[src/rtl/alu_arbiter_32.sv]
// Two-port round-robin front end sharing one alu_32: sequences the enable/strobe
// start protocol, waits out a settle window, then returns result/extra or a timeout error.
module alu_arbiter_32 #(
  parameter int SETTLE_CYCLES  = 2,
  parameter int TIMEOUT_CYCLES = 64
) (
  input  logic        clock,
  input  logic        reset,
  input  logic        req0_valid,
  output logic        req0_ready,
  input  logic [31:0] req0_op1,
  input  logic [31:0] req0_op2,
  input  logic [1:0]  req0_control,
  input  logic        req1_valid,
  output logic        req1_ready,
  input  logic [31:0] req1_op1,
  input  logic [31:0] req1_op2,
  input  logic [1:0]  req1_control,
  output logic        rsp0_valid,
  input  logic        rsp0_ready,
  output logic [31:0] rsp0_result,
  output logic [31:0] rsp0_extra,
  output logic        rsp0_error,
  output logic        rsp1_valid,
  input  logic        rsp1_ready,
  output logic [31:0] rsp1_result,
  output logic [31:0] rsp1_extra,
  output logic        rsp1_error,
  output logic        busy,
  output logic [31:0] alu_op1,
  output logic [31:0] alu_op2,
  output logic [1:0]  alu_control,
  output logic        alu_enable,
  output logic        alu_reset,
  input  logic [31:0] alu_result,
  input  logic [31:0] alu_extra,
  input  logic        alu_done
);

  localparam int SW = (SETTLE_CYCLES > 1) ? $clog2(SETTLE_CYCLES) : 1;
  localparam int TW = (TIMEOUT_CYCLES > 1) ? $clog2(TIMEOUT_CYCLES) : 1;

  typedef enum logic [2:0] {
    S_IDLE, S_ISSUE, S_STROBE, S_SETTLE, S_WAIT, S_RESPOND
  } state_t;

  logic [1:0]  req_valid;
  logic [1:0]  rsp_ready;
  logic [31:0] req_op1 [2];
  logic [31:0] req_op2 [2];
  logic [1:0]  req_control [2];

  assign req_valid      = {req1_valid, req0_valid};
  assign rsp_ready      = {rsp1_ready, rsp0_ready};
  assign req_op1[0]     = req0_op1;
  assign req_op1[1]     = req1_op1;
  assign req_op2[0]     = req0_op2;
  assign req_op2[1]     = req1_op2;
  assign req_control[0] = req0_control;
  assign req_control[1] = req1_control;

  state_t      state_q, state_d;
  logic        last_grant_q, last_grant_d;
  logic        cur_q, cur_d;
  logic [SW-1:0] settle_cnt_q, settle_cnt_d;
  logic [TW-1:0] timeout_cnt_q, timeout_cnt_d;
  logic [31:0] alu_op1_q, alu_op1_d;
  logic [31:0] alu_op2_q, alu_op2_d;
  logic [1:0]  alu_control_q, alu_control_d;
  logic        alu_enable_q, alu_enable_d;
  logic        alu_reset_q, alu_reset_d;
  logic        busy_q, busy_d;
  logic [1:0]  rsp_valid_q, rsp_valid_d;
  logic [31:0] rsp_result_q [2];
  logic [31:0] rsp_result_d [2];
  logic [31:0] rsp_extra_q [2];
  logic [31:0] rsp_extra_d [2];
  logic [1:0]  rsp_error_q, rsp_error_d;
  logic [1:0]  req_ready_c;
  logic        grant_idx;

  always_comb begin
    state_d       = state_q;
    last_grant_d  = last_grant_q;
    cur_d         = cur_q;
    settle_cnt_d  = settle_cnt_q;
    timeout_cnt_d = timeout_cnt_q;
    alu_op1_d     = alu_op1_q;
    alu_op2_d     = alu_op2_q;
    alu_control_d = alu_control_q;
    alu_enable_d  = 1'b0;
    alu_reset_d   = 1'b0;
    rsp_valid_d   = rsp_valid_q;
    rsp_result_d  = rsp_result_q;
    rsp_extra_d   = rsp_extra_q;
    rsp_error_d   = rsp_error_q;
    req_ready_c   = 2'b00;
    grant_idx     = 1'b0;

    unique case (state_q)
      S_IDLE: begin
        if (req_valid != 2'b00) begin
          // With both ports asking, the one that did not win last time goes first.
          grant_idx              = (req_valid == 2'b11) ? ~last_grant_q : req_valid[1];
          req_ready_c[grant_idx] = 1'b1;
          cur_d                  = grant_idx;
          alu_op1_d              = req_op1[grant_idx];
          alu_op2_d              = req_op2[grant_idx];
          alu_control_d          = req_control[grant_idx];
          alu_enable_d           = 1'b1;
          state_d                = S_ISSUE;
        end
      end
      S_ISSUE: begin
        alu_enable_d = 1'b1;
        alu_reset_d  = 1'b1;
        state_d      = S_STROBE;
      end
      S_STROBE: begin
        settle_cnt_d = '0;
        state_d      = S_SETTLE;
      end
      S_SETTLE: begin
        // alu_done may still be stale from the previous operation here.
        if (settle_cnt_q == SW'(SETTLE_CYCLES - 1)) begin
          timeout_cnt_d = '0;
          state_d       = S_WAIT;
        end else begin
          settle_cnt_d = settle_cnt_q + 1'b1;
        end
      end
      S_WAIT: begin
        if (alu_done) begin
          rsp_result_d[cur_q] = alu_result;
          rsp_extra_d[cur_q]  = alu_extra;
          rsp_error_d[cur_q]  = 1'b0;
          rsp_valid_d[cur_q]  = 1'b1;
          state_d             = S_RESPOND;
        end else if (timeout_cnt_q == TW'(TIMEOUT_CYCLES - 1)) begin
          rsp_result_d[cur_q] = '0;
          rsp_extra_d[cur_q]  = '0;
          rsp_error_d[cur_q]  = 1'b1;
          rsp_valid_d[cur_q]  = 1'b1;
          state_d             = S_RESPOND;
        end else begin
          timeout_cnt_d = timeout_cnt_q + 1'b1;
        end
      end
      S_RESPOND: begin
        if (rsp_ready[cur_q]) begin
          rsp_valid_d[cur_q] = 1'b0;
          last_grant_d       = cur_q;
          state_d            = S_IDLE;
        end
      end
      default: state_d = S_IDLE;
    endcase

    busy_d = (state_d != S_IDLE);
  end

  always_ff @(posedge clock) begin
    if (reset) begin
      state_q       <= S_IDLE;
      last_grant_q  <= 1'b1;
      cur_q         <= 1'b0;
      settle_cnt_q  <= '0;
      timeout_cnt_q <= '0;
      alu_op1_q     <= '0;
      alu_op2_q     <= '0;
      alu_control_q <= '0;
      alu_enable_q  <= 1'b0;
      alu_reset_q   <= 1'b0;
      busy_q        <= 1'b0;
      rsp_valid_q   <= 2'b00;
      rsp_result_q  <= '{default: '0};
      rsp_extra_q   <= '{default: '0};
      rsp_error_q   <= 2'b00;
    end else begin
      state_q       <= state_d;
      last_grant_q  <= last_grant_d;
      cur_q         <= cur_d;
      settle_cnt_q  <= settle_cnt_d;
      timeout_cnt_q <= timeout_cnt_d;
      alu_op1_q     <= alu_op1_d;
      alu_op2_q     <= alu_op2_d;
      alu_control_q <= alu_control_d;
      alu_enable_q  <= alu_enable_d;
      alu_reset_q   <= alu_reset_d;
      busy_q        <= busy_d;
      rsp_valid_q   <= rsp_valid_d;
      rsp_result_q  <= rsp_result_d;
      rsp_extra_q   <= rsp_extra_d;
      rsp_error_q   <= rsp_error_d;
    end
  end

  assign req0_ready  = req_ready_c[0] & ~reset;
  assign req1_ready  = req_ready_c[1] & ~reset;
  assign rsp0_valid  = rsp_valid_q[0];
  assign rsp1_valid  = rsp_valid_q[1];
  assign rsp0_result = rsp_result_q[0];
  assign rsp1_result = rsp_result_q[1];
  assign rsp0_extra  = rsp_extra_q[0];
  assign rsp1_extra  = rsp_extra_q[1];
  assign rsp0_error  = rsp_error_q[0];
  assign rsp1_error  = rsp_error_q[1];
  assign busy        = busy_q;
  assign alu_op1     = alu_op1_q;
  assign alu_op2     = alu_op2_q;
  assign alu_control = alu_control_q;
  assign alu_enable  = alu_enable_q;
  assign alu_reset   = alu_reset_q;

endmodule
[config.mk]
export PLATFORM = sky130hd
export DESIGN_NAME = alu_arbiter_32
export DESIGN_NICKNAME = d
export VERILOG_FILES = /design/src/rtl/alu_arbiter_32.sv
export SDC_FILE = /design/constraint.sdc
export NUM_CORES = 1
export LEC_CHECK = 0
export CORE_AREA = 4 4 155 157
export DETAILED_ROUTE_END_ITERATION = 8
export DIE_AREA = 0 0 159 161
export PLACE_DENSITY = 0.73
export SYNTH_ARGS = -nofsm -noshare
export SYNTH_HDL_FRONTEND = slang
export SYNTH_SLANG_ARGS = --single-unit
[constraint.sdc]
create_clock -name clock -period 4.43 [get_ports clock]
set_input_delay 0.6645 -clock clock [delete_from_list [all_inputs] [get_ports clock]]
set_output_delay 0.6645 -clock clock [all_outputs]
set_load 0.01 [all_outputs]
==> summary.md <==
| Metric | Value |
|---|---|
| Tot GR Track Use | 0.2240 |
| RePlAce Congestion | 0.8456 |
| Chip width | 159 um |
| Distinct cells, synth | 50 |
| Post-DP Area | 12370 sq um |
| # rows | 55 |
| Drt pass-1 iters | 5 |
| Slew headroom | 0.2521 |
| Leak pwr | 0.004641 uW |
| Die Y | 161 um |
| Crit path DAT | 2.75 ns |
| Storage cell area | 4265 sq um |
| Status | finished, final reports clean |
| Sequential area share after synthesis | 0.5182 |
| Hold-fix buffers, CTS | 0 |
| Synth warn | 0 |
| Final nets | 1564 |
| H-tree depth | 1 |
| Pin count of the biggest net entering global routing | 116 |
| CP bufs+invs | 2 |
| Initial Utilization | 0.3657 |
| Synth Area per Inst | 8.156 sq um |
| Worst Path Class, Setup | flip-flop to output port |
| Vias in the first global route | 8268 |
| Routed len/inst | 18.49 um |
| Min-delay worst type | flip-flop to flip-flop |
| Slew at the pin closest to its max-slew limit | 1.122 ns |
| Post-CTS setup buffer count | 0 |
| Top Family by Delay on Critical Path | buffers and inverters |
| Final setup TNS | 0 ns |
| Io pins | 406 |
| Clk Latency, worst-skew pair | 0.51 ns |
| Post-synth EDFFs | 0 |
| Total grt overflow | 0 |
| Hold Vio Cnt, Final | 0 |
| Crit path max-delay cell type | clkdlybuf4s50_1 |
| CTS tree | done |
| VDD IR max | 0.2152 mV |
| Pins Over Slew Limit | 0 |
| Total power | 5082 uW |
| Antenna violations before repair | 2 |
| DRT Wirelength | 30760 um |
| Area grow syn2layout | 60.45% |
| # port buffers | 405 |
| Post-Syn Nets | 1213 |
| WP data required | 3.77 ns |
| Final setup fails | 0 |
| Clk_skew | 0.009484 ns |
| Setup crit end kind | output port |
| Global-route wire length before repair | 47230 um |
| Cell Chain, Critical Path | or3_1 -> nor4_4 -> buf_4 -> clkdlybuf4s50_1 |
| Clock slew at reported path FFs | 0.06 ns |
| FMAX | 292.5 MHz |
| Multi-input logic area | 3556 sq um |
| Main flop type after synthesis | dfxtp_1 |
| Via count | 8557 |
| CTS root buffer | clkbuf_16 |
| Vias/cell | 5.142 |
| Final HPWL from detailed placement | 20930 um |
| 1st-iter DRT viols | 657 |
| CTS max path bufs | 3 |
| Antenna-violating nets left | 0 |
| PwrDens | 384.9 nW/um^2 |
| Post-layout minimum cycle time | 3.419 ns |
| Sink Count | 213 |
| Period Utilization, post-route | 0.7718 |
| Asr flop ratio synth | 0 |
| Synth Instances | 1009 |
| Fill cell total of the finished layout | 1977 |
| Final Instance Area | 13200 sq um |
| RSZ-0062 raised after global routing | no |
| CTS buffer count | 24 |
| Delay of the slowest critical-path stage | 0.61 ns |
| Layout cell share with drive strength beyond 1 | 0.04942 |
| Core area | 22500 sq um |
| Register bit total from synthesis | 213 |
| Total of max-cap violations | 0 |
| Critical path fanouts, max | 31 |
| Synthesized area | 8229 sq um |
| Post-route DRC | 0 |
| CP Launch Type | flip-flop |
| Post-CTS sizing | 0 |
| Die area | 25600 sq um |
[area by class of cell]
| class | instances | area share |
|---|---|---|
| antenna | 3 | 0.0005686 |
| clock buffer | 38 | 0.05714 |
| clock inverter | 4 | 0.005686 |
| inverter | 5 | 0.001421 |
| multi-input combinational | 699 | 0.2693 |
| sequential | 213 | 0.3230 |
| tap | 285 | 0.02701 |
| timing repair buffer | 417 | 0.3158 |
[where the power goes]
group	switching, uW	leakage [uW]	internal (uW)
logic	433	0.00251	472
registers	72.4	0.00173	2040
clock network	788	0.000400	1280
total	1290	0.00464	3790
[cell usage after synthesis, types with 2 or more instances]
master,number,share of area
a211oi_1,2,0.0018
nand2_1,258,0.12
inv_1,4,0.0018
clkbuf_1,55,0.025
o21a_1,2,0.0018
nand3_1,4,0.0024
a21oi_1,135,0.082
o21ai_0,130,0.079
buf_1,8,0.0036
mux2i_1,5,0.0061
buf_6,2,0.0027
o2111ai_1,3,0.0032
a311oi_1,35,0.037
and2_1,2,0.0015
or3_1,6,0.0046
buf_2,21,0.013
or2_1,2,0.0015
o21ai_1,12,0.0073
nand2b_1,2,0.0015
nor2_1,44,0.020
a22oi_1,30,0.027
dfxtp_1,213,0.52
and4b_1,2,0.0024
buf_4,6,0.0055
[stage by stage]
step | hold WS [ns] | setup WS [ns] | utilization | std cells
2_1_floorplan | 0.4650 | 2.297 | - | 1009
3_3_place_gp | 0.4483 | 1.219 | 0.5496 | 1619
3_5_place_dp | 0.4535 | 1.229 | 0.5496 | 1619
4_1_cts | 0.4618 | 0.9928 | 0.5864 | 1661
5_1_grt | 0.4872 | 0.9016 | 0.5867 | 1663
6_report | 0.4614 | 1.011 | 0.5868 | 1664
[cells in the final DEF (no fill, tap or decap), drive strengths merged, types with 6 or more instances in the layout]
| cell | synthesis | final |
|---|---|---|
| a21oi | 135 | 135 |
| a22oi | 30 | 30 |
| a311oi | 36 | 36 |
| buf | 37 | 13 |
| clkbuf | 55 | 38 |
| clkdlybuf4s50 | 0 | 404 |
| dfxtp | 213 | 213 |
| nand2 | 258 | 258 |
| nor2 | 45 | 45 |
| o21ai | 142 | 142 |
| or3 | 6 | 6 |
[path summary, 6_finish.rpt]
path / start / to / slack (ns) / cells after the start
setup / recovery: state_q[0] / req0_ready / 1.01 / 4
hold / removal: alu_op1[10] / alu_op1[10] / 0.46 / 2
setup reg to reg: state_q[0] / alu_op2[28] / 1.79 / 5
hold reg to reg: alu_op1[10] / alu_op1[10] / 0.46 / 2
[sequential cells by signal (all words and copies together) (netlist names), named ones only]
register	cells
alu_control	2
alu_enable	1
alu_op1	32
alu_op2	32
alu_reset	1
busy	1
cur_q	1
last_grant_q	1
rsp0_extra	32
rsp0_result	32
rsp1_extra	32
rsp1_result	32
settle_cnt_q	1
state_q	3
timeout_cnt_q	6
[kinds of logic (layout without fill, tap and decap cells)]
group	after synthesis	in the layout	synth area share
AO/OA/AOI/OAI	361	361	0.2559
flip-flops	213	213	0.5182
multiplexers	6	6	0.007450
buffers and inverters	97	464	0.05200
adder cells (fa/ha/maj)	1	1	0.001520
AND/OR/NAND/NOR	331	331	0.1650
other	0	3	0
[worst reg2reg max path, delay by kind of cell (launching register included)]
family | cells | cell delay, ns
compound gates | 1 | 0.30
buf+inv | 1 | 0.44
flops | 1 | 0.41
simple gates | 3 | 1.39
[per-layer routing]
layer | wire length [um] | global-route usage
met1 | 12030 | 0.2624
met3 | 2483 | 0.06685
met5 | 0 | 0.009470
met2 | 14980 | 0.3842
met4 | 1265 | 0.09152
Note: power is estimated with default switching activity, not from simulation.
